--- src/rtl/fifo_pkg.sv ---
// Shared helpers for the multi-lane write FIFO: constant log2 and lane slicing.
package fifo_pkg;

  // Ceiling log2 for parameter arithmetic (clog2(1) = 0).
  function automatic int clog2(input int value);
    int r;
    r = 0;
    for (int v = value - 1; v > 0; v = v >> 1) begin
      r = r + 1;
    end
    return r;
  endfunction

  // Low bit of lane idx in a packed bus of width-bit lanes; use as bus[lane_lo(i, W) +: W].
  function automatic int lane_lo(input int idx, input int width);
    return idx * width;
  endfunction

endpackage

--- src/rtl/fifo_occupancy.sv ---
// Occupancy tracking: count register, write/read admission, status decode and
// the sticky overflow flag. The write group is admitted all-or-nothing against
// the current count only; a same-cycle read frees no space for it.
module fifo_occupancy
  import fifo_pkg::*;
#(
  parameter int ADDRESS_WIDTH = 4,
  parameter int FIFO_DEPTH    = 1 << ADDRESS_WIDTH,
  parameter int WR_PORTS      = 2,
  parameter int AFULL_LEVEL   = FIFO_DEPTH - 4,
  parameter int CNT_W         = clog2(WR_PORTS + 1)
) (
  input  logic                   Clk,
  input  logic                   Clear_in,
  input  logic                   wr_en,
  input  logic [CNT_W-1:0]       wr_cnt,
  input  logic                   rd_en,
  output logic                   wr_acc,
  output logic                   rd_acc,
  output logic [ADDRESS_WIDTH:0] count,
  output logic                   full,
  output logic                   almost_full,
  output logic                   empty,
  output logic                   overflow
);

  localparam int CW = ADDRESS_WIDTH + 1;

  logic [CW-1:0] cnt_ext;
  logic [CW-1:0] free_slots;
  logic [CW-1:0] count_next;
  logic          wr_req;

  // Admission decisions and next occupancy from the registered count.
  always_comb begin
    cnt_ext    = CW'(wr_cnt);
    free_slots = CW'(FIFO_DEPTH) - count;
    wr_req     = wr_en && (wr_cnt != '0);
    // Counts above WR_PORTS are illegal and fall through as a rejection.
    wr_acc     = wr_req && (cnt_ext <= CW'(WR_PORTS)) && (cnt_ext <= free_slots);
    rd_acc     = rd_en && (count != '0);
    count_next = count + (wr_acc ? cnt_ext : '0) - (rd_acc ? CW'(1) : '0);
  end

  assign full        = free_slots < CW'(WR_PORTS);
  assign almost_full = count >= CW'(AFULL_LEVEL);
  assign empty       = count == '0;

  // Occupancy register and sticky record of any rejected write group.
  always_ff @(posedge Clk or posedge Clear_in) begin
    if (Clear_in) begin
      count    <= '0;
      overflow <= 1'b0;
    end else begin
      count <= count_next;
      if (wr_req && !wr_acc) begin
        overflow <= 1'b1;
      end
    end
  end

endmodule

--- src/rtl/multi_write_fifo.sv ---
// Single-clock FIFO taking 0..WR_PORTS entries per cycle (lane 0 oldest) and
// returning one entry per cycle with a registered, one-cycle-latency read.
module multi_write_fifo
  import fifo_pkg::*;
#(
  parameter int DATA_WIDTH    = 65,
  parameter int ADDRESS_WIDTH = 4,
  parameter int FIFO_DEPTH    = 1 << ADDRESS_WIDTH,
  parameter int WR_PORTS      = 2,
  parameter int AFULL_LEVEL   = FIFO_DEPTH - 4,
  parameter int CNT_W         = clog2(WR_PORTS + 1)
) (
  input  logic                           Clk,
  input  logic                           Clear_in,
  input  logic [WR_PORTS*DATA_WIDTH-1:0] Data_in,
  input  logic [CNT_W-1:0]               WriteCnt_in,
  input  logic                           WriteEn_in,
  output logic                           Full_out,
  output logic                           Almost_full_out,
  output logic                           Overflow_out,
  input  logic                           ReadEn_in,
  output logic [DATA_WIDTH-1:0]          Data_out,
  output logic                           Data_valid,
  output logic                           Empty_out,
  output logic [ADDRESS_WIDTH:0]         Count_out
);

  logic [DATA_WIDTH-1:0]    mem [FIFO_DEPTH];
  logic [ADDRESS_WIDTH-1:0] wr_ptr;
  logic [ADDRESS_WIDTH-1:0] rd_ptr;
  logic                     wr_acc;
  logic                     rd_acc;

  fifo_occupancy #(
    .ADDRESS_WIDTH (ADDRESS_WIDTH),
    .FIFO_DEPTH    (FIFO_DEPTH),
    .WR_PORTS      (WR_PORTS),
    .AFULL_LEVEL   (AFULL_LEVEL),
    .CNT_W         (CNT_W)
  ) u_occupancy (
    .Clk         (Clk),
    .Clear_in    (Clear_in),
    .wr_en       (WriteEn_in),
    .wr_cnt      (WriteCnt_in),
    .rd_en       (ReadEn_in),
    .wr_acc      (wr_acc),
    .rd_acc      (rd_acc),
    .count       (Count_out),
    .full        (Full_out),
    .almost_full (Almost_full_out),
    .empty       (Empty_out),
    .overflow    (Overflow_out)
  );

  // Storage: write the admitted lanes to consecutive slots; contents are never reset.
  always_ff @(posedge Clk) begin
    for (int i = 0; i < WR_PORTS; i++) begin
      if (wr_acc && (CNT_W'(i) < WriteCnt_in)) begin
        mem[wr_ptr + ADDRESS_WIDTH'(i)] <= Data_in[lane_lo(i, DATA_WIDTH) +: DATA_WIDTH];
      end
    end
  end

  // Pointers wrap naturally at FIFO_DEPTH; write pointer jumps by the group size.
  always_ff @(posedge Clk or posedge Clear_in) begin
    if (Clear_in) begin
      wr_ptr <= '0;
      rd_ptr <= '0;
    end else begin
      if (wr_acc) begin
        wr_ptr <= wr_ptr + ADDRESS_WIDTH'(WriteCnt_in);
      end
      if (rd_acc) begin
        rd_ptr <= rd_ptr + 1'b1;
      end
    end
  end

  // Registered read port; Data_out holds between reads, Data_valid pulses once per read.
  always_ff @(posedge Clk or posedge Clear_in) begin
    if (Clear_in) begin
      Data_out   <= '0;
      Data_valid <= 1'b0;
    end else begin
      Data_valid <= rd_acc;
      if (rd_acc) begin
        Data_out <= mem[rd_ptr];
      end
    end
  end

endmodule

--- config.mk ---
export PLATFORM = sky130hd
export DESIGN_NAME = multi_write_fifo
export DESIGN_NICKNAME = d
export VERILOG_FILES = /design/src/rtl/fifo_pkg.sv /design/src/rtl/fifo_occupancy.sv /design/src/rtl/multi_write_fifo.sv
export SDC_FILE = /design/constraint.sdc
export NUM_CORES = 2
export LEC_CHECK = 0
export CORE_UTILIZATION = 62
export DETAILED_ROUTE_END_ITERATION = 10
export PLACE_DENSITY_LB_ADDON = 0.1
export SLEW_MARGIN = 0
export SYNTH_ARGS = -nofsm -noshare
export SYNTH_HDL_FRONTEND = slang
export SYNTH_SLANG_ARGS = --single-unit
--- constraint.sdc ---
create_clock -name Clk -period 10.6 [get_ports Clk]
set_input_delay 2.12 -clock Clk [delete_from_list [all_inputs] [get_ports Clk]]
set_output_delay 2.12 -clock Clk [all_outputs]
set_load 0.01 [all_outputs]
==> flow_summary.toml <==
[floorplan]
fp.dieW_um = 304
rows = 110
start_util_pct = 62.6
ios = 211
die_area_um2 = 92200
core-area_um2 = 90100
die_h_um = 304

[clocking]
cts-resized-gates = 0
path_clk_slew_ps = 60
htreeDepth = 3
cts_hold_buf = 0
tritoncts = "built"
post_cts_buffers = 0
cts_buffers = 114
root_buffer = "clkbuf_16"
clockBufferDepth = 3
cts_sinks = 1120
clk_latency_ps = 690

[synthesis]
synth_top_area_share_pct = 55.3
synth_top_area_cell = "edfxtp_1"
synth_area_per_cell_um2 = 15.5
synth_seq_cells = 1120
ys_types = 53
synth_common_cells = "edfxtp_1, mux2_2, mux2i_1, mux2_1, clkbuf_1"
synthFlopType = "edfxtp_1"
ys_warn_count = 0
yosysMostFrequentCell = "edfxtp_1"
netlist_area_um2 = 56400
async_reset_ff_share_pct = 7.14
synth_enable_flop_cells = 1040
syn_inst = 3633
syn-num-nets = 3787
ys_seq_area_share_pct = 58.9
synthTopCellsByArea = "edfxtp_1, mux2_2, mux2i_1"

[timing]
rsz0062_at_grt = "false"
min_period_ps = 6130
period_share_pct = 57.8
tns_ps = 0
maxSlewViolCount = 0
tightestPinTransition_ps = 1330
final_hold_viol_count = 0
finalWorstSetupSlack_ps = 4470
final-setup-viol-count = 0
worst_hold_slack_ps = 491
skew_ps = 19.2
fmax_mhz = 163
slew-limit-headroom_pct = 10.8

[layout]
seq_area_um2 = 33200
area_growth_pct = 11.1
final_util_pct = 69.6
fillers = 6017
multi_input_area_um2 = 21500
final_area_um2 = 62700
nNetsFinal = 3800
layout-drive-gt1-share_pct = 27.8

[placed_design]
place_area_um2 = 58900
gp_congestion = 0.855
pre_cts_ws_ps = 3800
dpl.hpwl_um = 80700
portBuffers = 210

[grt]
grt_pass1_vias = 35006
grt.overflow.total = 0
grt_max_degree = 132
grt_pass1_wl_um = 227000
antenna_found_initial = 5
grt_use_total_pct = 33.2

[setup_path]
cp_max_fo = 48
crit_type = "in2reg"
start_kind = "primary input"
crit_arrival_ps = 6440
cp-end-kind = "register"
required_ps = 10910

[power]
switching_share_pct = 32.1
seqPwrFrac_pct = 40.9
vdd_drop_max_mv = 0.254
p_int_mw = 9.41
p_leak_nw = 21.4
power_density_nw_per_um2 = 221
power_switching_mw = 4.45
p_clk_share_pct = 29.4
power.share.combinational_pct = 29.7

[routing]
wl_met3_um = 13000
dr.max_layer_used = "met5"
first_iter_violations = 3663
via_count = 33596
drt-pass1-iter-count = 5
ant_nets = 0
m1WireLength_um = 60500
wl_per_cell_um = 31.1
drc = 0
wirelength_um = 153000
wl_met2_um = 75700
vias_per_cell = 6.82

[worst_hold_path]
hold_class = "reg2reg"

[run_status]
status = "complete, no violations"

[job]
drv_cap = 0
==> path summary, 6_finish.rpt <==
path / cells after the start / slack (ps) / startpoint / to
hold reg to reg: 1 / 490 / u_occupancy.overflow$_DFFE_PP0P_ / u_occupancy.overflow$_DFFE_PP0P_
max in group asynchronous: 3 / 7210 / Clear_in / rd_ptr[1]$_DFFE_PP0P_
min in group asynchronous: 2 / 1960 / Clear_in / Data_valid$_DFF_PP0_
setup reg to reg: 11 / 5660 / u_occupancy.count[0]$_DFF_PP0_ / mem[0][41]$_DFFE_PP_
hold / removal: 1 / 490 / u_occupancy.overflow$_DFFE_PP0P_ / u_occupancy.overflow$_DFFE_PP0P_
setup / recovery: 9 / 4470 / WriteCnt_in[1] / mem[0][41]$_DFFE_PP_
==> layer usage <==
| layer | up-vias | track usage, % |
|---|---|---|
| li1 | 14227 | - |
| met4 | 4 | 9.72 |
| met3 | 268 | 5.34 |
| met5 | - | 0 |
| met2 | 1640 | 55.8 |
| met1 | 17457 | 44.7 |
==> through the flow <==
stage	std cells	power (mW)
2_1_floorplan	3633	8.31
3_3_place_gp	4706	9.73
3_5_place_dp	4706	9.82
4_1_cts	4920	13.8
5_1_grt	4923	14.3
6_report	4924	13.9
==> sequential cells by signal (all words and copies together), names as in the netlist <==
register              count
mem                    1040
Data_out                 65
u_occupancy.count         5
rd_ptr                    4
wr_ptr                    4
Data_valid                1
u_occupancy.overflow      1
==> power groups by stage <==
stage	sequential, mW	clock, mW	combinational [mW]
finish	5.67	4.07	4.12
global route	5.70	4.27	4.34
CTS	5.66	4.10	4.09
detailed placement	5.75	0	4.07
global placement	5.73	0	4.00
floorplan	5.61	0	2.70
==> placed cells by master, fill, tap and decap left out, types with 14 or more instances in the layout <==
master	instances
a211oi_1	22
a21oi_1	100
a221oi_1	22
a22oi_1	64
buf_4	63
clkbuf_1	26
clkbuf_16	117
clkdlybuf4s50_1	210
clkinv_1	23
clkinv_2	20
dfrtp_1	76
edfxtp_1	1040
ha_1	16
inv_1	14
mux2_1	351
mux2_2	612
mux2_4	78
mux2i_1	399
mux4_2	66
nand2_1	53
nand3_1	34
nor2_1	38
nor2b_1	24
nor3_1	14
o21ai_0	68
o22ai_1	33
o32ai_1	33
==> critical path, cell delays in order <==
cell and delay (ps):
clkdlybuf4s50_1 540, ha_1 370, nor2b_1 230, o2111ai_2 170
o21ai_4 800, or3_4 510, buf_4 910, o41ai_2 250
buf_4 450
==> cells by family after synthesis <==
group	synth area share [%]
multiplexers	31.0
XOR/XNOR	0.124
AND/OR/NAND/NOR	2.00
adder cells (fa/ha/maj)	0.426
buffers and inverters	3.32
AO/OA/AOI/OAI	4.25
flip-flops	58.9
==> cell type report <==
type                    instances  share of cell area, %
flip-flops and latches       1120                   53.0
multi-input cells            2119                   34.4
clock buffers                 153                   5.04
repair buffers                275                   4.17
well taps                    1176                   2.35
clock inverters                61                  0.950
inverters                      16                 0.0998
diodes                          4                 0.0160
No activity file was read; power rests on OpenSTA's default activity.
